--- src/rtl/uart_nco_pkg.sv ---
// Shared defaults, increment helper and config request type for the UART NCO tick generator.
package uart_nco_pkg;

  localparam int NCO_PHASE_WIDTH_DEF = 32;

  typedef struct packed {
    logic [7:0]                     ch;
    logic [NCO_PHASE_WIDTH_DEF-1:0] inc;
  } cfg_req_t;

  // round(baud * os * 2^W / clk) for the default accumulator width
  function automatic longint unsigned calc_inc(longint unsigned clk_hz, longint unsigned baud_hz,
                                               longint unsigned os);
    longint unsigned num;
    num = (baud_hz * os) << NCO_PHASE_WIDTH_DEF;
    return (num + clk_hz / 2) / clk_hz;
  endfunction

endpackage

--- src/rtl/uart_nco_channel.sv ---
// One NCO channel: phase accumulator, staged increment reload and optional tick counter.
// Optional counter enabled by defining UART_NCO_TICK_CNT_EN.
module uart_nco_channel
  import uart_nco_pkg::*;
#(
  parameter int                     PHASE_WIDTH = NCO_PHASE_WIDTH_DEF,
  parameter logic [PHASE_WIDTH-1:0] DEFAULT_INC = '0,
  parameter int                     CNT_WIDTH   = 16
)(
  input  logic                   clk,
  input  logic                   rst_n,
  input  logic                   en,
  input  logic                   clr,
  input  logic                   wr,
  input  logic [PHASE_WIDTH-1:0] wr_inc,
  output logic                   pending,
  output logic                   tick,
  output logic                   dds_clk,
  output logic [CNT_WIDTH-1:0]   tick_cnt
);

  localparam logic [PHASE_WIDTH-1:0] HALF = {1'b1, {(PHASE_WIDTH-1){1'b0}}};

  logic [PHASE_WIDTH-1:0] acc, inc, stage;
  logic [PHASE_WIDTH:0]   sum;
  logic                   run, wrap, apply;

  assign sum   = {1'b0, acc} + {1'b0, inc};
  assign run   = en & ~clr;
  assign wrap  = run & sum[PHASE_WIDTH];
  // Reload only on a wrap so the bit in flight keeps its length
  assign apply = pending & (~run | wrap);

  always_ff @(posedge clk or negedge rst_n) begin
    if (!rst_n) begin
      acc     <= '0;
      inc     <= DEFAULT_INC;
      stage   <= '0;
      pending <= 1'b0;
      tick    <= 1'b0;
      dds_clk <= 1'b0;
    end else begin
      if (!en) begin
        acc     <= '0;
        tick    <= 1'b0;
        dds_clk <= 1'b0;
      end else if (clr) begin
        acc     <= HALF;
        tick    <= 1'b0;
        dds_clk <= 1'b0;
      end else begin
        acc     <= sum[PHASE_WIDTH-1:0];
        tick    <= sum[PHASE_WIDTH];
        dds_clk <= acc[PHASE_WIDTH-1];
      end
      if (wr) begin
        stage   <= wr_inc;
        pending <= 1'b1;
      end else if (apply) begin
        inc     <= stage;
        pending <= 1'b0;
      end
    end
  end

`ifdef UART_NCO_TICK_CNT_EN
  logic [CNT_WIDTH-1:0] cnt;

  always_ff @(posedge clk or negedge rst_n) begin
    if (!rst_n)     cnt <= '0;
    else if (!en)   cnt <= '0;
    else if (wrap)  cnt <= cnt + CNT_WIDTH'(1);
  end

  assign tick_cnt = cnt;
`else
  assign tick_cnt = '0;
`endif

endmodule

--- src/rtl/uart_nco_tickgen.sv ---
// Multi-channel NCO baud-tick generator; decodes the config port onto per-channel NCOs.
// Optional per-channel tick counters enabled by defining UART_NCO_TICK_CNT_EN.
module uart_nco_tickgen
  import uart_nco_pkg::*;
#(
  parameter int                     PHASE_WIDTH = NCO_PHASE_WIDTH_DEF,
  parameter int                     NUM_CH      = 2,
  parameter logic [PHASE_WIDTH-1:0] DEFAULT_INC = PHASE_WIDTH'(32'h0000_C49C),
  parameter int                     CNT_WIDTH   = 16,
  localparam int                    CH_W        = (NUM_CH > 1) ? $clog2(NUM_CH) : 1
)(
  input  logic                          clk,
  input  logic                          rst_n,
  input  logic [NUM_CH-1:0]             en,
  input  logic [NUM_CH-1:0]             clr,
  input  logic                          cfg_valid,
  output logic                          cfg_ready,
  input  logic [CH_W-1:0]               cfg_ch,
  input  logic [PHASE_WIDTH-1:0]        cfg_inc,
  output logic                          cfg_err,
  output logic [NUM_CH-1:0]             tick,
  output logic [NUM_CH-1:0]             dds_clk,
  output logic [NUM_CH*CNT_WIDTH-1:0]   tick_cnt
);

  localparam int PAD = 2 ** CH_W;

  logic [NUM_CH-1:0] pending;
  logic [PAD-1:0]    pend_pad;
  logic              in_range, accept;

  // Padded copy keeps the pending lookup legal for any cfg_ch value
  assign pend_pad  = PAD'(pending);
  assign in_range  = (cfg_ch < CH_W'(NUM_CH)) || (PAD == NUM_CH);
  assign cfg_ready = ~in_range | ~pend_pad[cfg_ch];
  assign accept    = cfg_valid & cfg_ready;

  always_ff @(posedge clk or negedge rst_n) begin
    if (!rst_n) cfg_err <= 1'b0;
    else        cfg_err <= accept & ~in_range;
  end

  for (genvar g = 0; g < NUM_CH; g++) begin : g_ch
    logic wr;
    assign wr = accept & in_range & (cfg_ch == CH_W'(g));

    uart_nco_channel #(
      .PHASE_WIDTH (PHASE_WIDTH),
      .DEFAULT_INC (DEFAULT_INC),
      .CNT_WIDTH   (CNT_WIDTH)
    ) u_ch (
      .clk      (clk),
      .rst_n    (rst_n),
      .en       (en[g]),
      .clr      (clr[g]),
      .wr       (wr),
      .wr_inc   (cfg_inc),
      .pending  (pending[g]),
      .tick     (tick[g]),
      .dds_clk  (dds_clk[g]),
      .tick_cnt (tick_cnt[g*CNT_WIDTH +: CNT_WIDTH])
    );
  end

endmodule

--- config.mk ---
export PLATFORM = sky130hd
export DESIGN_NAME = uart_nco_tickgen
export DESIGN_NICKNAME = d
export VERILOG_FILES = /design/src/rtl/uart_nco_pkg.sv /design/src/rtl/uart_nco_channel.sv /design/src/rtl/uart_nco_tickgen.sv
export SDC_FILE = /design/constraint.sdc
export NUM_CORES = 1
export LEC_CHECK = 0
export ABC_AREA = 1
export CAP_MARGIN = 20
export CORE_ASPECT_RATIO = 1.1
export CORE_UTILIZATION = 45
export DETAILED_ROUTE_END_ITERATION = 10
export GPL_TIMING_DRIVEN = 0
export PLACE_DENSITY = 0.66
export SLEW_MARGIN = 20
export SYNTH_ARGS = -nofsm -noshare
export SYNTH_HDL_FRONTEND = slang
export SYNTH_SLANG_ARGS = --single-unit
--- constraint.sdc ---
create_clock -name clk -period 1.9 [get_ports clk]
set_input_delay 0.38 -clock clk [delete_from_list [all_inputs] [get_ports clk]]
set_output_delay 0.38 -clock clk [all_outputs]
set_load 0.03 [all_outputs]
==> flow_summary.yaml <==
final_layout:
  synthToLayoutAreaGrowth_pct: 34.7
  final_cell_mix: "nand2_1, dfrtp_1, inv_1"
  layout.nets: 1859
  final_cells: 2112
  finalCoreUtilization: 0.617
  diodes: 0
  mostFrequentLayoutCell: "nand2_1"
  final_layout_size_suffix_gt1_frac: 0.294
worst_setup_path:
  critPathKind: "reg2reg"
  r2r-start: "g_ch[0].u_ch.inc[0]$_DFFE_PN0P_"
  worstPathMaxFanout: 8
  reg2reg_depth: 16
  ff2ff_setup_slack_ns: -0.30
  timing.rr.end: "g_ch[0].u_ch.inc[17]$_DFFE_PN0P_"
  required_ns: 2.23
  critPathArrivalTime_ns: 2.53
  slowest_stage: "dfrtp_1"
  endpoint_kind: "register"
  crit_chain: "ha_4, inv_2, fa_2, inv_2, nand3_2, nand2_2, nand2_2, nand2_2, nand2_2, nand2_4, nand2_4, nand3_4, nand2_8, buf_6, nand2_2, nand2_1"
  crit_top_cell: "nand2_2"
  cpPeakStageDelay_ns: 0.41
  start_kind: "register"
run:
  max_cap_violations: 0
routing:
  wirelength_met1_um: 13200
  drc_errors: 0
  drtIter0Drc: 513
  drt-vias-per-instance: 5.00
  dr_wl_met3_um: 899
  wl_met2_um: 16300
  ant_nets: 0
  top_layer_used: "met4"
  firstDrtPassIters: 5
  dr_total_vias: 10563
  wire_per_inst_um: 14.9
  wirelength_um: 31600
power:
  ir_drop_v: 0.000646
  p_leak_nw: 8.00
  power_switching_mw: 5.65
  cellPowerDensity_nw_per_um2: 968
  clockPowerShare: 0.252
  seqPwrFrac: 0.388
  p_comb_frac: 0.360
  internal_power_mw: 9.50
  swShare: 0.373
timing:
  fin_setup_tns_ns: -20.25
  setup_viol: 90
  fin_crit_sh: 1.16
  whs_ns: 0.356
  rsz0062_at_grt: "yes"
  timing.fmax_mhz: 454
  slew_headroom: 0.605
  fin_crit_ns: 2.20
  finalHoldViolations: 0
  clock_skew_ns: 0.00898
  final_max_slew_viol_count: 0
  tightest_slew_ns: 0.591
  setup_slack_ns: -0.305
synthesis:
  synth.avg_cell_area_um2: 7.30
  netlist_area_um2: 11600
  synthCells: 1590
  async_reset_ff_frac: 1.00
  synth_edf_count: 0
  ys_types: 31
  yosysSeqAreaShare: 0.428
  yosysTopAreaCellShare: 0.396
  ys_top_cells_by_area: "dfrtp_1, nand2_1, ha_1, inv_1, nand3_1"
  yosys.area.top_type: "dfrtp_1"
  yosys_warnings: 0
  synth_flop_cell: "dfrtp_1"
  synth-seq-cells: 198
grt:
  grt_overflow: 0
  track_usage: 0.234
  grt_pass1_wl_um: 48700
  grt_pass1_vias: 9925
  grt_antenna_before_repair: 0
  grt_max_degree: 98
hold_path:
  min-delay-path-class: "in2async"
clock_network:
  path_clk_slew_ns: 0.08
  clock-sinks: 198
  h-tree-depth: 4
  numCtsBuffers: 17
  insertion_delay_ns: 0.44
  clk_path_buf_depth: 2
  cts_root_buf: "clkbuf_16"
  tritoncts: "yes"
status:
  outcome: "finished, violations left"
  failed_checks: "setup timing"
die:
  die_w_um: 155
  dieArea_um2: 26500
  ios: 78
  num_rows: 61
  start_util: 0.458
  core_um2: 25300
  die_h_um: 170
place:
  placed_cells: 2014
  gp_congestion: 0.963
  portBuffers: 44
  dp_hpwl_um: 22000
[state kept, by name (all words and copies together) (netlist names)]
name,count
g_ch.u_ch.acc,64
g_ch.u_ch.inc,64
g_ch.u_ch.stage,64
g_ch.u_ch.dds_clk,2
g_ch.u_ch.pending,2
g_ch.u_ch.tick,2
[routing by layer]
layer  global-route usage  vias up
met4               0.0993        0
met2                0.420      204
met3               0.0279       73
met1                0.285     4977
li1                     -     5309
met5                    0        -
[synthesized netlist by cell type (4+ instances only)]
library cell,count
nand2_1,550
inv_1,189
dfrtp_1,184
nor2_1,139
nand3_1,107
a21oi_1,97
o21ai_0,94
ha_1,64
buf_4,43
clkbuf_1,24
nor3_1,18
o21bai_1,15
dfstp_2,14
buf_6,6
nand2_2,6
nand4_1,6
o21a_1,6
a21o_1,4
[repair_timing]
action / in CTS / in global routing
hold buffers: 1 / 0
endpoints found under the hold margin: 17 / 0
setup buffers: 24 / 39
setup endpoints to repair: 123 / 164
pin swaps: 37 / 58
gates resized for setup: 202 / 247
cloned: 4 / 1
[per-stage QoR]
step | total power [mW] | cell area, um^2 | setup slack [ns]
after floorplan | 8.35 | 11800 | -0.0424
after global placement | 9.34 | 12600 | -8.04
after detailed placement | 9.45 | 12700 | -0.643
after CTS | 14.1 | 14400 | -0.281
after global routing | 16.0 | 15600 | -0.399
final | 15.1 | 15600 | -0.305
[cell families (layout without fill, tap and decap cells)]
| family | count (synthesis) | in the layout | synth area share |
|---|---|---|---|
| flops | 198 | 198 | 0.428 |
| fa+ha+maj | 66 | 66 | 0.0724 |
| buf+inv | 265 | 409 | 0.104 |
| simple gates | 840 | 840 | 0.294 |
| other cells | 1 | 33 | 0.000323 |
| compound gates | 220 | 220 | 0.101 |
[critical path: cells and delay by family (launching register included)]
family                   cells  cell delay (ns)
buffers and inverters        3             0.30
flip-flops                   1             0.41
adder cells (fa/ha/maj)      2             0.49
AND/OR/NAND/NOR             11             0.89
[area by class of cell]
cell class                      instances  area [um^2]
Multi-Input combinational cell       1159         7280
Inverter                              190          714
Clock buffer                           17          425
Buffer                                 74          537
Fill cell                            2193         9700
Timing Repair Buffer                  113         1090
Tap cell                              346          433
Clock inverter                         15          186
Sequential cell                       198         4970
[power groups by stage]
stage	Clock (mW)	Combinational (mW)	Sequential [mW]
2_1_floorplan	0	2.89	5.46
3_3_place_gp	0	3.67	5.67
3_5_place_dp	0	3.78	5.67
4_1_cts	3.88	4.43	5.75
5_1_grt	4.05	6.02	5.96
6_report	3.82	5.45	5.88
[how the worst max path moves through the flow]
| stage | cells after the start | from | end | slack, ns |
|---|---|---|---|---|
| 3_5_place_dp | 9 | clr[0] | g_ch[0].u_ch.inc[5]$_DFFE_PN0P_ | -0.64 |
| 2_1_floorplan | 16 | g_ch[0].u_ch.inc[0]$_DFFE_PN0P_ | g_ch[0].u_ch.inc[1]$_DFFE_PN0P_ | -0.04 |
| 5_1_grt | 16 | g_ch[0].u_ch.inc[0]$_DFFE_PN0P_ | g_ch[0].u_ch.inc[8]$_DFFE_PN0P_ | -0.40 |
| 4_1_cts | 16 | g_ch[0].u_ch.inc[0]$_DFFE_PN0P_ | g_ch[0].u_ch.inc[5]$_DFFE_PN0P_ | -0.28 |
| 6_report | 16 | g_ch[0].u_ch.inc[0]$_DFFE_PN0P_ | g_ch[0].u_ch.inc[17]$_DFFE_PN0P_ | -0.30 |
| 3_3_place_gp | 1 | rst_n | g_ch[0].u_ch.acc[30]$_DFF_PN0_ | -8.04 |
(Power assumes the default switching activity.)
